## src/rtl/hazard_stall_controller.sv

```systemverilog
// Stall/flush generator for the 5-stage RV32I pipeline: load-use, MEM wait, redirect.
// Ports: ID/EX/MEM hazard inputs in; PC/IF-ID/ID-EX/EX-MEM controls, debug, counters out.
module hazard_stall_controller #(
  parameter int CNT_W       = 16,
  parameter int MEM_TIMEOUT = 255
) (
  input  logic             clk,
  input  logic             rst,
  input  logic [4:0]       id_rs1,
  input  logic [4:0]       id_rs2,
  input  logic             id_use_rs1,
  input  logic             id_use_rs2,
  input  logic             id_is_store,
  input  logic             idex_MemRead,
  input  logic [4:0]       idex_rd,
  input  logic             ex_redirect,
  input  logic             exmem_MemRead,
  input  logic             exmem_MemWrite,
  input  logic             dmem_ready,
  output logic             pc_write,
  output logic             ifid_write,
  output logic             ifid_flush,
  output logic             idex_bubble,
  output logic             exmem_hold,
  output logic             mem_wait,
  output logic             mem_timeout_err,
  output logic [CNT_W-1:0] stall_cycles,
  output logic [CNT_W-1:0] flush_count
);

  typedef enum logic {
    RUN,
    MEM_WAIT
  } state_t;

  localparam logic [9:0] TimeoutVal = 10'(MEM_TIMEOUT);

  state_t     state;
  state_t     nextState;
  logic [9:0] wdog;
  logic       loadUse;
  logic       memBusy;

  // Store data (rs2) is forwarded in MEM, so only its address operand stalls.
  always_comb begin
    loadUse = idex_MemRead && (idex_rd != 5'd0) &&
      ((id_use_rs1 && (idex_rd == id_rs1)) ||
       (id_use_rs2 && (idex_rd == id_rs2) && !id_is_store));
    memBusy = (exmem_MemRead || exmem_MemWrite) && !dmem_ready;
  end

  always_comb begin
    nextState = state;
    unique case (state)
      RUN:      if (memBusy) nextState = MEM_WAIT;
      MEM_WAIT: if (!memBusy) nextState = RUN;
      default:  nextState = RUN;
    endcase
  end

  // Freeze dominates; a redirect squashes the stalling ID instruction.
  always_comb begin
    pc_write    = 1'b1;
    ifid_write  = 1'b1;
    ifid_flush  = 1'b0;
    idex_bubble = 1'b0;
    exmem_hold  = 1'b0;
    mem_wait    = 1'b0;
    if (rst) begin
      idex_bubble = 1'b1;
    end else begin
      mem_wait = (state == MEM_WAIT);
      if (memBusy) begin
        pc_write   = 1'b0;
        ifid_write = 1'b0;
        exmem_hold = 1'b1;
      end else if (ex_redirect) begin
        ifid_flush  = 1'b1;
        idex_bubble = 1'b1;
      end else if (loadUse) begin
        pc_write    = 1'b0;
        ifid_write  = 1'b0;
        idex_bubble = 1'b1;
      end
    end
  end

  always_ff @(posedge clk) begin
    if (rst) begin
      state           <= RUN;
      wdog            <= '0;
      mem_timeout_err <= 1'b0;
      stall_cycles    <= '0;
      flush_count     <= '0;
    end else begin
      state <= nextState;
      if (state == RUN) begin
        wdog <= '0;
      end else begin
        if (wdog != '1) wdog <= wdog + 10'd1;
        if ((wdog + 10'd1) >= TimeoutVal) mem_timeout_err <= 1'b1;
      end
      if (!pc_write && (stall_cycles != '1))
        stall_cycles <= stall_cycles + CNT_W'(1);
      if (ifid_flush && (flush_count != '1))
        flush_count <= flush_count + CNT_W'(1);
    end
  end

endmodule
```

## config.mk

```make
export PLATFORM = sky130hd
export DESIGN_NAME = hazard_stall_controller
export DESIGN_NICKNAME = d
export VERILOG_FILES = /design/src/rtl/hazard_stall_controller.sv
export SDC_FILE = /design/constraint.sdc
export NUM_CORES = 1
export LEC_CHECK = 0
export CAP_MARGIN = 20
export CORE_MARGIN = 4
export CORE_UTILIZATION = 48
export DETAILED_ROUTE_END_ITERATION = 10
export PLACE_DENSITY = 0.8
export SYNTH_ARGS = -nofsm -noshare
export SYNTH_HDL_FRONTEND = slang
export SYNTH_SLANG_ARGS = --single-unit
```

## constraint.sdc

```tcl
create_clock -name clk -period 2.5 [get_ports clk]
set_input_delay 0.25 -clock clk [delete_from_list [all_inputs] [get_ports clk]]
set_output_delay 0.25 -clock clk [all_outputs]
set_load 0.01 [all_outputs]
```

# [Word-level counts from Yosys, hierarchy flattened]
# Cells that the tools add are included.
[word_totals] register_bits=44 latchBits=0 ramBits=0 rom_bits=0 output_inout_bits=39 elab_cells=45 memories=0
[op_classes] addsub=3 n_mul=0 div=0 n_lt_le_gt_ge=1 n_eq_ne=5 n_shift=0 n_mux=14 bitwise_logic=1 reduce_logical=16
[op_table] op="$add A16 B1 Y16 const B" count=2
[op_table] op="$ne A16 B16 Y1 const B" count=2
[op_table] op="$mux W1" count=14
[op_table] op="$add A10 B1 Y10 const B" count=1
[op_table] op="$eq A5 B5 Y1" count=2
[op_table] op="$ge A10 B8 Y1 const B" count=1
[op_table] op="$ne A10 B10 Y1 const B" count=1
[op_table] op="$logic_and A1 B1 Y1" count=8
[op_table] op="$reduce_bool A5 Y1" count=1
[op_table] op="$logic_not A1 Y1" count=3
[op_table] op="$logic_or A1 B1 Y1" count=2
[op_table] op="$reduce_and A2 Y1" count=1
[op_table] op="$reduce_or A2 Y1" count=1
[op_table] op="$not A1 Y1" count=1

# [Longest topological paths before layout]
[depth] depth_word=11 ltp_mapped=8 ltp_nobuf=6

# [Least setup slack after synthesis]
# Ideal clock, no wire load.
[synth_path] path_kind="register to register" startpoint="reg stall_cycles[2]" endpoint="reg stall_cycles[1]" arrival_ns=1.716 required_time_ns=2.372 path_slack_ns=0.657 path_stages_with_launch=9 path_buffers=2 period_less_slack_ns=1.843 cell_sequence="dfxtp_1 -> and3_1 -> and3_1 -> nand3_1 -> a31oi_4 -> buf_6 -> buf_8 -> mux2i_1 -> nor2_1"
[synth_via] elab_chain_cells=2
[synth_rtl] item="start: declaration" line_no="27" text="output logic [CNT_W-1:0] stall_cycles,"
[synth_rtl] item="start signal: assignment" line_no="104" text="stall_cycles <= stall_cycles + CNT_W'(1);"
[synth_rtl] item="$ne A16 B16 Y1" line_no="103" text="if (!pc_write && (stall_cycles != '1))"
[synth_rtl] item="$logic_and A1 B1 Y1" line_no="103"
# Every way passes these cells.
# A chain may end at the register's enable or synchronous reset.

# [Worst setup path after layout]
[layout_path] startpoint="in idex_rd[1]" endpoint="out idex_bubble"
[layout_via] elab_chain_cells=9
[layout_rtl] item="start: declaration" line_no="15" text="input logic [4:0] idex_rd,"
[layout_rtl] item="$eq A5 B5 Y1" line_no="48" text="(id_use_rs2 && (idex_rd == id_rs2) && !id_is_store));"
[layout_rtl] item="$logic_and A1 B1 Y1 (2 in a row)" line_no="48"
[layout_rtl] item="$logic_or A1 B1 Y1" line_no="47" text="((id_use_rs1 && (idex_rd == id_rs1)) ||"
[layout_rtl] item="$logic_and A1 B1 Y1 *" line_no="46" text="loadUse = idex_MemRead && (idex_rd != 5'd0) &&"
[layout_rtl] item="$mux W1 *" line_no="80" text="end else if (loadUse) begin"
[layout_rtl] item="$mux W1 *" line_no="77" text="end else if (ex_redirect) begin"
[layout_rtl] item="$mux W1 *" line_no="73" text="if (memBusy) begin"
[layout_rtl] item="$mux W1 *" line_no="69" text="if (rst) begin"
[layout_rtl] item="end: declaration" line_no="23" text="output logic idex_bubble,"
# Every way passes the cells marked *; elsewhere a longest branch is shown, timed or not.

==> qor.yml <==
clock-sinks: 44
rows: 24
synthesis.area_um2: 2260
synthFlopType: "dfxtp_1"
antenna_cells: 0
clockRootBuffer: "clkbuf_8"
drt_first_pass_iters: 4
layout.nets: 365
die_h_um: 76.6
drcViolationCount: 0
max_freq_mhz: 426
leakagePower_nw: 1.06
ir_drop_uv: 284
fin_worst_skew_ns: 0.00717
grt_pass1_vias: 2151
port_buffers: 63
dp_cells: 380
hold_path.class: "reg2reg"
setup_violations: 0
clk_latency_ns: 0.29
worst_pin_slew_ns: 0.540
met1_usage_pct: 24.8
hold_ws_ns: 0.487
dr_total_vias: 2158
grt.busiest_layer: "met2"
ctsHoldBuffers: 0
drv_slew: 0
rsz0062_at_grt: "no"
ioPinCount: 64
dieArea_um2: 5860
cellPowerDensity_nw_per_um2: 429
die_w_um: 76.6
grt_pass1_wl_um: 9650
critical_path_class: "in2out"
core-area_um2: 4440
synth_top_area_share_pct: 39.0
global_route.usage.met2_pct: 31.9
cts.clk_slew.worst_paths_ns: 0.08
crit_path_max_fanout: 2
overflow: 0
synth.top_cells.by_area: "dfxtp_1 (39%), a21oi_1 (5.5%), xnor2_1 (5.4%)"
yosysWarnings: 0
finalInstanceArea_um2: 3100
wl_per_cell_um: 14.2
fin_crit_sh_pct: 93.8
netlist_instances: 265
finalPower_mw: 1.33
syn_nets: 294
hold_violations: 0
synth.distinct_cells: 42
critPathLaunchType: "input pin"
yosysTopAreaCell: "dfxtp_1"
vias_per_cell: 5.56
drt_iter0_drc: 74
most-common-layout-cells: "clkdlybuf4s50_1 (61), dfxtp_1 (44), a21oi_1 (24), nand3_1 (20), nor2_1 (16)"
synth-edff-count: 0
fin_cells: 388
antenna_found_initial: 0
drive_gt1_share_pct: 8.04
final_common_cell: "clkdlybuf4s50_1"
synth_seq_cells: 44
cts_tree: "yes"
gp_congestion: 0.818
crit_arrival_ns: 2.10
placed_area_um2: 2980
maxCapViolCount: 0
relSlewSlack_pct: 63.9
start_util_pct: 50.8
grt_start_max_net_pins: 22
area_growth_pct: 37.5
wirelength_um: 5510
fin_crit_ns: 2.35
crit_required_ns: 2.25
clock_path_buffers: 2
ys_async_sr_fraction_pct: 0
setup_tns_ns: 0
htree_levels: 2
grt_use_met3_pct: 5.20
ant_nets: 0
globalRouteTotalUtil_pct: 19.6
outcome: "finished clean"
syn_area_per_cell_um2: 8.51
hpwl_um: 4090
cts_buffers: 5
worstSetupEndpointType: "output pin"
ys_seq_area_share_pct: 39.0
-- through the flow --
| stage | utilization [%] | setup slack, ns |
|---|---|---|
| after floorplan | - | 0.657 |
| after global placement | 67.0 | -0.0309 |
| after detailed placement | 67.0 | -0.0611 |
| after CTS | 69.4 | 0.0149 |
| after global routing | 69.8 | 0.0500 |
| final | 69.8 | 0.155 |
-- cell families after synthesis --
| family | after synthesis | share of synthesized area [%] |
|---|---|---|
| AOI/OAI and AO/OA | 64 | 17.3 |
| xor gates and xnor gates | 28 | 10.9 |
| adders and majority gates | 4 | 2.22 |
| and+or+nand+nor | 107 | 26.2 |
| muxes | 1 | 0.444 |
| buffers and inverters | 17 | 3.94 |
| DFF | 44 | 39.0 |
-- final timing paths --
check	from	endpoint	slack, ns	depth (start not counted)
setup reg to reg	flush_count[3]	flush_count[6]	0.48	7
setup / recovery	idex_rd[1]	idex_bubble	0.15	8
hold reg to reg	mem_timeout_err	mem_timeout_err	0.49	2
hold / removal	mem_timeout_err	mem_timeout_err	0.49	2
-- report_power, final --
group / internal, mW / total [mW] / switching, mW / leakage (nW)
registers: 0.706 / 0.711 / 0.00587 / 0.355
clock network: 0.246 / 0.477 / 0.231 / 0.0503
logic: 0.0834 / 0.143 / 0.0596 / 0.654
total: 1.04 / 1.33 / 0.297 / 1.06
-- cell usage after synthesis, drive strengths merged (5+ instances only) --
library cell and n:
nand4 8, xor2 14, nor2 16, and3 8, o21ai 19, nand2 15, buf 5, a21oi 26
or3 14, nand3b 6, nand3 20, xnor2 14, dfxtp 44, inv 7, clkbuf 5
-- registers in the layout, summed over array words and instances (netlist names) --
name,flops
state,1
flush_count,16
wdog,10
mem_timeout_err,1
stall_cycles,16
-- final cells by class --
| class | instances | area, um^2 |
|---|---|---|
| clock buffers | 7 | 96.3 |
| repair buffers | 74 | 731 |
| multi-input cells | 204 | 1300 |
| fillers | 358 | 1340 |
| well taps | 52 | 65.1 |
| flip-flops and latches | 44 | 881 |
| inverters | 7 | 26.3 |
-- layer usage --
layer  share of wire, %  wire length, um  up-vias
li1                   -                -     1100
met1                 47             2590      994
met2                 47             2590       57
met3                4.6              252        7
met4                1.3               74        0
met5                  0                0        -
-- worst max-delay path: stages --
cell	delay, ns
clkdlybuf4s50_1	0.43
buf_4	0.16
xnor2_1	0.16
nand4_1	0.17
o22ai_4	0.19
nand2b_1	0.07
a21oi_1	0.13
clkdlybuf4s50_1	0.55
-- timing repair --
item,CTS,global route
resized for setup,2,3
pin swaps,0,1
setup buffers,0,1
setup endpoints to repair,2,3
Note: power is estimated with default switching activity, not from simulation.
